File: config.mk
export PLATFORM = sky130hd
export DESIGN_NAME = mem_bus_arbiter_flat
export DESIGN_NICKNAME = d
export VERILOG_FILES = /design/src/rtl/mem_bus_arbiter_pkg.sv /design/src/rtl/mem_bus_arbiter_if.sv /design/src/rtl/mem_bus_arbiter_rr_arbiter2.sv /design/src/rtl/mem_bus_arbiter.sv /design/src/flat_wrapper.sv
export SDC_FILE = /design/constraint.sdc
export NUM_CORES = 1
export LEC_CHECK = 0
export BUFFER_PORTS_ARGS = -buffer_cell sky130_fd_sc_hd__clkbuf_2
export CORE_UTILIZATION = 45
export DETAILED_ROUTE_END_ITERATION = 12
export GPL_TIMING_DRIVEN = 0
export PLACE_DENSITY_LB_ADDON = 0.25
export SYNTH_ARGS = -nofsm -noshare
export SYNTH_HDL_FRONTEND = slang
export SYNTH_SLANG_ARGS = --single-unit
File: constraint.sdc
create_clock -name clk -period 2.38 [get_ports clk]
set_clock_uncertainty 0.2 [all_clocks]
set_input_delay 0.238 -clock clk [delete_from_list [all_inputs] [get_ports clk]]
set_output_delay 0.238 -clock clk [all_outputs]
set_load 0.05 [all_outputs]
File: src/rtl/mem_bus_arbiter_pkg.sv
// Shared definitions for the two-requester memory bus arbiter.
// Latency: n/a (constants and types only).
// Backpressure: n/a.
//
// Contents:
//   ST_*      FSM state encoding used by mem_bus_arbiter
//   REQ_*     requester index constants (CPU memory stage, DMA/program loader)
//   bus_req_t packed view of one requester's transaction fields
package mem_bus_arbiter_pkg;

    // FSM encoding; fixed values because external debug logic decodes them.
    localparam logic [1:0] ST_IDLE = 2'd0;
    localparam logic [1:0] ST_BUSY = 2'd1;
    localparam logic [1:0] ST_RESP = 2'd2;

    // Requester indices.
    localparam logic REQ_CPU = 1'b0;
    localparam logic REQ_DMA = 1'b1;

    // One requester's transaction, as latched into the bus registers.
    typedef struct packed {
        logic [31:0] addr;
        logic [31:0] wdata;
        logic        wr_rd;
    } bus_req_t;

    // Selects the transaction fields of the requester named by idx.
    function automatic bus_req_t pick_req(input logic idx,
                                          input bus_req_t r0,
                                          input bus_req_t r1);
        return (idx == REQ_DMA) ? r1 : r0;
    endfunction

endpackage

File: src/rtl/mem_bus_arbiter_if.sv
// Bundle of requester handshakes and the external memory bus around the arbiter.
// Latency: n/a (wires only).
// Backpressure: requesters hold req until their done pulse; the slave stalls via bus_ready.
//
// Modports:
//   master - the arbiter: consumes requests, drives grants/completions and the bus
//   slave  - the surroundings: requesters plus the memory/peripheral decoder
interface mem_bus_arbiter_if;

    // Requester 0 (CPU memory stage)
    logic        req0;
    logic [31:0] addr0;
    logic [31:0] wdata0;
    logic        wr_rd0;
    logic        gnt0;
    logic        done0;

    // Requester 1 (program-load / DMA engine)
    logic        req1;
    logic [31:0] addr1;
    logic [31:0] wdata1;
    logic        wr_rd1;
    logic        gnt1;
    logic        done1;

    // Completion status shared by both requesters
    logic        err;
    logic [31:0] rdata;

    // External memory bus
    logic [31:0] addr;
    logic        cs;
    logic        wr_rd;
    logic [31:0] data_bus_write;
    logic [31:0] data_bus_read;
    logic        bus_ready;

    modport master (
        input  req0, addr0, wdata0, wr_rd0,
        input  req1, addr1, wdata1, wr_rd1,
        output gnt0, done0, gnt1, done1,
        output err, rdata,
        output addr, cs, wr_rd, data_bus_write,
        input  data_bus_read, bus_ready
    );

    modport slave (
        output req0, addr0, wdata0, wr_rd0,
        output req1, addr1, wdata1, wr_rd1,
        input  gnt0, done0, gnt1, done1,
        input  err, rdata,
        input  addr, cs, wr_rd, data_bus_write,
        output data_bus_read, bus_ready
    );

endinterface

File: src/rtl/mem_bus_arbiter_rr_arbiter2.sv
// Two-way round-robin pick: on a tie the requester that was not served last wins.
// Latency: combinational, zero cycles.
// Backpressure: none; the caller decides when to act on the pick.
//
// Ports:
//   req        [1:0] request vector, bit i = requester i
//   last_grant       index of the requester served most recently
//   gnt_idx          winning requester index (meaningful only when gnt_vld)
//   gnt_vld          at least one request is pending
module rr_arbiter2
    import mem_bus_arbiter_pkg::*;
(
    input  logic [1:0] req,
    input  logic       last_grant,
    output logic       gnt_idx,
    output logic       gnt_vld
);

    always_comb begin
        gnt_vld = |req;
        gnt_idx = REQ_CPU;
        if (req[REQ_CPU] && req[REQ_DMA]) begin
            gnt_idx = (last_grant == REQ_CPU) ? REQ_DMA : REQ_CPU;
        end else if (req[REQ_DMA]) begin
            gnt_idx = REQ_DMA;
        end
    end

endmodule

File: src/rtl/mem_bus_arbiter.sv
// Shares one external memory bus between the CPU memory stage and the DMA engine.
// Latency: req in cycle N -> cs from N+1 -> done in N+2+WAIT_STATES (bus_ready high).
// Backpressure: requesters wait on gnt/done; the slave stretches BUSY via bus_ready, bounded by TIMEOUT.
//
// Ports:
//   clk  rising-edge clock
//   rst  asynchronous active-low reset; drops cs/gnt immediately, no done is issued
//   bus  mem_bus_arbiter_if.master: req/addr/wdata/wr_rd per requester in,
//        gnt/done per requester out, err/rdata out, external bus out, data_bus_read/bus_ready in
//
// Parameters:
//   WAIT_STATES  bus cycles cs is held before bus_ready is looked at (0..15)
//   TIMEOUT      BUSY cycles after which the transaction ends with err (WAIT_STATES < TIMEOUT < 256)
module mem_bus_arbiter
    import mem_bus_arbiter_pkg::*;
#(
    parameter int unsigned WAIT_STATES = 2,
    parameter int unsigned TIMEOUT     = 64
) (
    input  logic               clk,
    input  logic               rst,
    mem_bus_arbiter_if.master  bus
);

    localparam logic [3:0] WS_INIT = 4'(WAIT_STATES);
    localparam logic [7:0] TO_LAST = 8'(TIMEOUT - 1);

    logic [1:0]  state;
    logic        last_grant;
    logic        cur_idx;
    logic        err_flag;
    logic [3:0]  ws_cnt;
    logic [7:0]  to_cnt;

    logic [31:0] addr_q;
    logic [31:0] wdata_q;
    logic        wr_rd_q;
    logic        cs_q;
    logic [31:0] rdata_q;
    logic        gnt0_q;
    logic        gnt1_q;

    logic        arb_idx;
    logic        arb_vld;
    bus_req_t    req0_fields;
    bus_req_t    req1_fields;
    bus_req_t    winner;

    // ------------------------------------------------------------------
    // Arbitration (only acted on in IDLE; requester inputs are don't-care
    // at every other time)
    // ------------------------------------------------------------------
    rr_arbiter2 u_rr (
        .req        ({bus.req1, bus.req0}),
        .last_grant (last_grant),
        .gnt_idx    (arb_idx),
        .gnt_vld    (arb_vld)
    );

    always_comb begin
        req0_fields = '{addr: bus.addr0, wdata: bus.wdata0, wr_rd: bus.wr_rd0};
        req1_fields = '{addr: bus.addr1, wdata: bus.wdata1, wr_rd: bus.wr_rd1};
        winner      = pick_req(arb_idx, req0_fields, req1_fields);
    end

    // ------------------------------------------------------------------
    // Transaction FSM, counters and bus registers
    // ------------------------------------------------------------------
    always_ff @(posedge clk or negedge rst) begin
        if (!rst) begin
            state      <= ST_IDLE;
            last_grant <= REQ_DMA;      // so the CPU wins the first tie
            cur_idx    <= REQ_CPU;
            err_flag   <= 1'b0;
            ws_cnt     <= 4'd0;
            to_cnt     <= 8'd0;
            addr_q     <= 32'd0;
            wdata_q    <= 32'd0;
            wr_rd_q    <= 1'b0;
            cs_q       <= 1'b0;
            rdata_q    <= 32'd0;
            gnt0_q     <= 1'b0;
            gnt1_q     <= 1'b0;
        end else begin
            case (state)
                ST_IDLE: begin
                    if (arb_vld) begin
                        addr_q   <= winner.addr;
                        wdata_q  <= winner.wdata;
                        wr_rd_q  <= winner.wr_rd;
                        cs_q     <= 1'b1;
                        gnt0_q   <= (arb_idx == REQ_CPU);
                        gnt1_q   <= (arb_idx == REQ_DMA);
                        cur_idx  <= arb_idx;
                        ws_cnt   <= WS_INIT;
                        to_cnt   <= 8'd0;
                        err_flag <= 1'b0;
                        state    <= ST_BUSY;
                    end
                end

                ST_BUSY: begin
                    to_cnt <= to_cnt + 8'd1;
                    if (ws_cnt != 4'd0) begin
                        ws_cnt <= ws_cnt - 4'd1;
                    end
                    // A ready slave takes priority over an expiring timeout in
                    // the same cycle. cs is dropped on the way out so it is
                    // already low during RESP.
                    if ((ws_cnt == 4'd0) && bus.bus_ready) begin
                        if (!wr_rd_q) begin
                            rdata_q <= bus.data_bus_read;
                        end
                        cs_q  <= 1'b0;
                        state <= ST_RESP;
                    end else if (to_cnt == TO_LAST) begin
                        err_flag <= 1'b1;
                        rdata_q  <= 32'd0;
                        cs_q     <= 1'b0;
                        state    <= ST_RESP;
                    end
                end

                ST_RESP: begin
                    gnt0_q     <= 1'b0;
                    gnt1_q     <= 1'b0;
                    last_grant <= cur_idx;
                    state      <= ST_IDLE;
                end

                default: begin
                    cs_q   <= 1'b0;
                    gnt0_q <= 1'b0;
                    gnt1_q <= 1'b0;
                    state  <= ST_IDLE;
                end
            endcase
        end
    end

    // ------------------------------------------------------------------
    // Outputs: done/err are decoded from RESP so they last exactly one
    // cycle and vanish with the state register on reset.
    // ------------------------------------------------------------------
    always_comb begin
        bus.gnt0           = gnt0_q;
        bus.gnt1           = gnt1_q;
        bus.done0          = (state == ST_RESP) && (cur_idx == REQ_CPU);
        bus.done1          = (state == ST_RESP) && (cur_idx == REQ_DMA);
        bus.err            = (state == ST_RESP) && err_flag;
        bus.rdata          = rdata_q;
        bus.addr           = addr_q;
        bus.cs             = cs_q;
        bus.wr_rd          = wr_rd_q;
        bus.data_bus_write = wdata_q;
    end

endmodule

File: src/flat_wrapper.sv
// flat-port wrapper written by rule: the top's interface ports become plain ports
module mem_bus_arbiter_flat import mem_bus_arbiter_pkg::*;
#(
    parameter int unsigned WAIT_STATES = 2,
    parameter int unsigned TIMEOUT     = 64
)
  (clk, rst, bus_req0, bus_addr0, bus_wdata0, bus_wr_rd0, bus_req1, bus_addr1, bus_wdata1, bus_wr_rd1, bus_gnt0, bus_done0, bus_gnt1, bus_done1, bus_err, bus_rdata, bus_addr, bus_cs, bus_wr_rd, bus_data_bus_write, bus_data_bus_read, bus_bus_ready);
  mem_bus_arbiter_if bus_i ();
  input  logic clk;
  input  logic rst;
  input wire logic [$bits(bus_i.req0)-1:0] bus_req0;
  input wire logic [$bits(bus_i.addr0)-1:0] bus_addr0;
  input wire logic [$bits(bus_i.wdata0)-1:0] bus_wdata0;
  input wire logic [$bits(bus_i.wr_rd0)-1:0] bus_wr_rd0;
  input wire logic [$bits(bus_i.req1)-1:0] bus_req1;
  input wire logic [$bits(bus_i.addr1)-1:0] bus_addr1;
  input wire logic [$bits(bus_i.wdata1)-1:0] bus_wdata1;
  input wire logic [$bits(bus_i.wr_rd1)-1:0] bus_wr_rd1;
  output wire logic [$bits(bus_i.gnt0)-1:0] bus_gnt0;
  output wire logic [$bits(bus_i.done0)-1:0] bus_done0;
  output wire logic [$bits(bus_i.gnt1)-1:0] bus_gnt1;
  output wire logic [$bits(bus_i.done1)-1:0] bus_done1;
  output wire logic [$bits(bus_i.err)-1:0] bus_err;
  output wire logic [$bits(bus_i.rdata)-1:0] bus_rdata;
  output wire logic [$bits(bus_i.addr)-1:0] bus_addr;
  output wire logic [$bits(bus_i.cs)-1:0] bus_cs;
  output wire logic [$bits(bus_i.wr_rd)-1:0] bus_wr_rd;
  output wire logic [$bits(bus_i.data_bus_write)-1:0] bus_data_bus_write;
  input wire logic [$bits(bus_i.data_bus_read)-1:0] bus_data_bus_read;
  input wire logic [$bits(bus_i.bus_ready)-1:0] bus_bus_ready;
  assign bus_i.req0 = bus_req0;
  assign bus_i.addr0 = bus_addr0;
  assign bus_i.wdata0 = bus_wdata0;
  assign bus_i.wr_rd0 = bus_wr_rd0;
  assign bus_i.req1 = bus_req1;
  assign bus_i.addr1 = bus_addr1;
  assign bus_i.wdata1 = bus_wdata1;
  assign bus_i.wr_rd1 = bus_wr_rd1;
  assign bus_gnt0 = bus_i.gnt0;
  assign bus_done0 = bus_i.done0;
  assign bus_gnt1 = bus_i.gnt1;
  assign bus_done1 = bus_i.done1;
  assign bus_err = bus_i.err;
  assign bus_rdata = bus_i.rdata;
  assign bus_addr = bus_i.addr;
  assign bus_cs = bus_i.cs;
  assign bus_wr_rd = bus_i.wr_rd;
  assign bus_data_bus_write = bus_i.data_bus_write;
  assign bus_i.data_bus_read = bus_data_bus_read;
  assign bus_i.bus_ready = bus_bus_ready;
  mem_bus_arbiter #(.WAIT_STATES(WAIT_STATES), .TIMEOUT(TIMEOUT)) u_core (.clk(clk), .rst(rst), .bus(bus_i));
endmodule
==> After elaboration in Yosys (flattened, before gate mapping) <==
Cells that the tools add are included.
{ "totals": {"word_cells": 75, "regBits": 117, "memories": 0, "latch_bits": 0, "in_bits": 167, "ram_bits": 0, "rom_bits": 0} }
{ "op_classes": {"n_lt_le_gt_ge": 0, "n_mul": 0, "muxes": 28, "bitwise": 4, "div": 0, "shifts": 0, "eq_ne": 9, "reduce_logical": 19, "n_addsub": 2} }
{ "op_table": {"columns": ["operator", "n"], "rows": [
  ["32-bit two-way mux", 3],
  ["65-bit two-way mux", 1],
  ["8-bit case mux with 2 select lines", 1],
  ["1-bit two-way mux", 11],
  ["3-bit AND reduction", 3],
  ["8-bit by 1-bit adder with 8-bit output, second input constant", 1],
  ["8-bit by 6-bit equality test with 1-bit output, second input constant", 1],
  ["4-bit two-way mux", 2],
  ["8-bit two-way mux", 1],
  ["4-bit case mux with 2 select lines", 1],
  ["2-bit AND reduction", 4],
  ["2-bit two-way mux", 3],
  ["2-bit by 1-bit inequality test with 1-bit output, second input constant", 3],
  ["1-bit case mux with 2 select lines", 3],
  ["1-bit logical AND", 5],
  ["4-bit zero test", 1],
  ["2-bit inequality test, second input constant", 2],
  ["1-bit NOT", 4],
  ["2-bit case mux with 2 select lines", 1],
  ["4-bit AND reduction", 1],
  ["2-bit nonzero test", 2],
  ["4-bit nonzero test", 1],
  ["4-bit by 1-bit subtractor with 4-bit output, second input constant", 1],
  ["3-bit by 1-bit inequality test with 1-bit output, second input constant", 1],
  ["5 further kinds", 5]
]} }

==> Logic depth before layout (Yosys ltp) <==
{ "logic_depth": {"word_depth": 5, "depth_mapped": 7, "depth_no_buf": 6} }

==> Hierarchy <==
From an unflattened synthesis, not the netlist that was laid out.
{ "unflattened": {"cells_unflattened": 540, "area_unflattened_um2": 5695.5} }
{ "by_module_without_submodules": {"columns": ["mod", "area_per_inst_um2", "seq_area_each_um2", "instances", "cells_each"], "rows": [
  ["mem_bus_arbiter", 5681.7, 2929.1, 1, 538],
  ["rr_arbiter2", 13.8, 0.0, 1, 2]
]} }

==> Worst setup path before layout <==
OpenSTA, ideal clock, no wires.
{ "synth_timing": {"path_kind": "register to output", "start": "register u_core.state[0]", "end": "output bus_done0", "path_slack_ns": 0.194, "path_stages_with_launch": 3, "path_buffers": 1, "t_arrival_ns": 1.748, "path_cell_list": "dfrtp_1 clkbuf_1 nor3_1"} }
{ "synth_via": {"elab_chain_cells": 2} }
{ "synth_rtl": {"columns": ["item", "line_no", "source"], "rows": [
  ["start: declaration", "mem_bus_arbiter.sv:28", "logic [1:0] state;"],
  ["start signal: assignment", "mem_bus_arbiter.sv:71", "state <= ST_IDLE;"],
  ["start signal: assignment", "mem_bus_arbiter.sv:98", "state <= ST_BUSY;"],
  ["start signal: assignment", "mem_bus_arbiter.sv:115", "state <= ST_RESP;"],
  ["2-bit equality test", "mem_bus_arbiter.sv:148", "bus.done0 = (state == ST_RESP) && (cur_idx == REQ_CPU);"],
  ["1-bit logical AND", "mem_bus_arbiter.sv:148", null],
  ["end: declaration", "flat_wrapper.sv:20", "output wire logic [$bits(bus_i.done0)-1:0] bus_done0;"]
]} }
No other way between the ends.

==> Final worst setup path <==
{ "layout_timing": {"start": "register u_core.state[0]", "end": "output bus_done1"} }
{ "layout_via": {"elab_chain_cells": 2} }
{ "layout_rtl": {"columns": ["item", "line_no", "source"], "rows": [
  ["2-bit equality test", "mem_bus_arbiter.sv:149", "bus.done1 = (state == ST_RESP) && (cur_idx == REQ_DMA);"],
  ["1-bit logical AND", "mem_bus_arbiter.sv:149", null],
  ["end: declaration", "flat_wrapper.sv:22", "output wire logic [$bits(bus_i.done1)-1:0] bus_done1;"]
]} }
No other way between the ends.

==> out/results.ini <==
[routing]
wl_per_cell_um = 19.6
routed_via_density = 5.54
drt-initial-drc-count = 474
wl_mm = 21.0
num_vias = 5943
ant_nets = 0
drcViolationCount = 0
first_pass_iters = 5

[critical_path]
critPathCaptureType = output port
r2r_cells = 5
crit_fanout = 10
crit_slowest_cell = dfrtp_1
critical_path_depth = 4
worstPathArrival_ns = 1.82
reg2reg_from = u_core.last_grant
cp_top_family = buffers and inverters
worst_path_largest_cell_delay_ns = 0.43
cp.required_ns = 1.94
r2r_end = u_core.bus.data_bus_write[0]
crit_end = bus_done1
critPathLaunchType = register
cp_common_cell = clkbuf_2
path_class = register to output port
path_cells = clkbuf_2 -> nor2_1 -> and2_1 -> clkbuf_2
worstSetupStartpoint = u_core.state[0]
cp.buffers_inverters = 2
r2r_slack_ns = 0.13

[timing]
slew_viol_final = 0
finalSetupTns_ns = 0
finalCriticalPeriod_ns = 2.25
worst_pin_slew_ns = 0.961
setup-violations-final = 0
setup_slack_ns = 0.125
rsz0062_at_grt = no
final_hold_viol_count = 0
hold_slack_ns = 0.177
fmax_ghz = 0.443
finalCritPeriodShare_pct = 94.7
slew_headroom_pct = 35.9

[die]
die_area_um2 = 11300
num_rows = 37
core_um2 = 10500
die-height_um = 107
boundaryPins = 270
die-width_um = 107
start_util_pct = 47.0

[flow_run]
cap_violations = 0

[clock_network]
cts_made_buffers = 17
cts_buffer_depth = 2
htreeDepth = 4
cts_tree = done
cts_root_buf = clkbuf_8
clock-sinks = 117
clk_latency_ns = 0.51
clk_pin_slew_ns = 0.06

[layout]
final_common_cell = clkbuf_2
syn2layout_area_growth_pct = 76.5
fin_nets = 1092
final_cell_area_um2 = 8680
fin_util_pct = 82.9
nFillCells = 518
drive_gt1_share_pct = 34.7
mostFrequentLayoutCells = 269 x clkbuf_2, 170 x dlygate4sd3_1, 143 x nand2_1

[power_and_ir_drop]
ir_drop_mv = 0.975
power_density_nw_per_um2 = 1430
total_leakage_power_uw = 0.00451

[placed_design]
place_ws_ns = 0.189
hpwlAfterDp_mm = 10.9
postPlaceCellArea_um2 = 6440
gp_congestion = 0.857
port_buffers = 269

[grt]
antenna_found_initial = 3
grt-ovfl-total = 0
grt_pass1_wl_mm = 32.4
grt_pass1_vias = 6381
track_usage_pct = 38.0
grt_max_degree = 118

[synth]
syn_nets = 634
syn-cell-area_um2 = 4920
ys_types = 41
ys_warn_count = 0
synthCells = 464
async_flop_share_pct = 100
yosys_register_bits = 117
avgSynthCellArea_um2 = 10.6
synth_flop_cell = dfrtp_1
ys_seq_area_share_pct = 59.6
synth_edf_count = 0

[outcome]
status = completed

[hold_path]
hp-class = primary input to async pin

==> how the worst min path moves through the flow <==
stage,endpoint,from,depth (start not counted),slack [ns]
after floorplan,u_core.bus.addr[0],rst,0,-0.26
after CTS,u_core.bus.addr[5],bus_addr1[5],4,0.24
after global routing,u_core.bus.data_bus_write[29],bus_wdata1[29],4,0.27
final,u_core.ws_cnt[2],rst,2,0.18
after global placement,u_core.bus.addr[1],bus_addr1[1],3,0.23
after detailed placement,u_core.bus.data_bus_write[2],bus_wdata1[2],3,0.23
==> power breakdown <==
group / switching [uW] / total (uW) / internal, uW
Combinational: 4780 / 6550 / 1770
Sequential: 696 / 3630 / 2930
Clock: 873 / 2280 / 1410
Total: 6350 / 12500 / 6100
==> cell type report <==
| cell class | count | area, um^2 | share of cell area (%) |
|---|---|---|---|
| diodes | 3 | 7.51 | 0.0865 |
| plain buffers | 30 | 148 | 1.70 |
| clock buffers | 27 | 502 | 5.78 |
| clock inverters | 4 | 20.0 | 0.231 |
| inverters | 6 | 22.5 | 0.260 |
| multi-input cells | 311 | 1820 | 21.0 |
| flip-flops and latches | 117 | 2930 | 33.8 |
| well taps | 136 | 170 | 1.96 |
| repair buffers | 439 | 3060 | 35.2 |
==> repair_timing <==
item	4_1_cts	5_1_grt
hold buffers	170	0
buffers inserted	0	0
setup endpoints to repair	0	8
endpoints found under the hold margin	218	0
gates resized for setup	0	3
==> cells by family (layout without fill, tap and decap cells) <==
logic type	after synthesis	after routing	share of synthesized area, %
compound gates	124	124	19.2
xor+xnor	1	1	0.178
mux	4	4	0.814
fa+ha+maj	3	3	0.763
flops	117	117	59.6
simple gates	179	179	16.0
other cells	0	3	0
buf+inv	36	506	3.44
==> state kept, by name, summed over array words and instances (netlist names) <==
| name | count |
|---|---|
| u_core.bus.wr_rd | 1 |
| u_core.cur_idx | 1 |
| u_core.bus.gnt1 | 1 |
| u_core.state | 2 |
| u_core.bus.gnt0 | 1 |
| u_core.bus.addr | 32 |
| u_core.err_flag | 1 |
| u_core.bus.rdata | 32 |
| u_core.last_grant | 1 |
| u_core.ws_cnt | 4 |
| u_core.bus.cs | 1 |
| u_core.to_cnt | 8 |
| u_core.bus.data_bus_write | 32 |
==> through the flow <==
stage,instances,total power (uW)
3_5_place_dp,869,9600
5_1_grt,1073,12900
3_3_place_gp,869,9450
2_1_floorplan,464,7990
4_1_cts,1070,12100
6_report,1073,12500
==> per-layer routing <==
layer | vias up | track usage, % | part of all wire [%]
met4 | 0 | 26.2 | 6.5
li1 | 2565 | - | -
met3 | 130 | 9.75 | 8.2
met5 | - | 0 | 0
met1 | 2826 | 41.1 | 35
met2 | 422 | 65.0 | 50
==> Yosys cell counts, types with 2 or more instances <==
cell type  number  share of area [%]
nand4_1         2               0.25
nand2_1       143                 11
buf_6           2               0.46
inv_1           6               0.46
mux2i_1         4               0.81
nor2_1         11               0.84
nor3_1          3               0.31
ha_1            3               0.76
and2_1          3               0.38
and3_1          2               0.25
a22o_1         32                5.7
a22oi_2         2               0.51
o21ai_0        10                1.0
buf_2          15                1.5
a22oi_1        59                9.0
a31oi_1         4               0.51
dfrtp_1       116                 59
nand3_1         4               0.41
a21oi_1         6               0.61
nand2b_1        2               0.25
and4_1          2               0.36
clkbuf_1       13               0.99
o31ai_1         2               0.31
No activity file was read; power rests on OpenSTA's default activity.
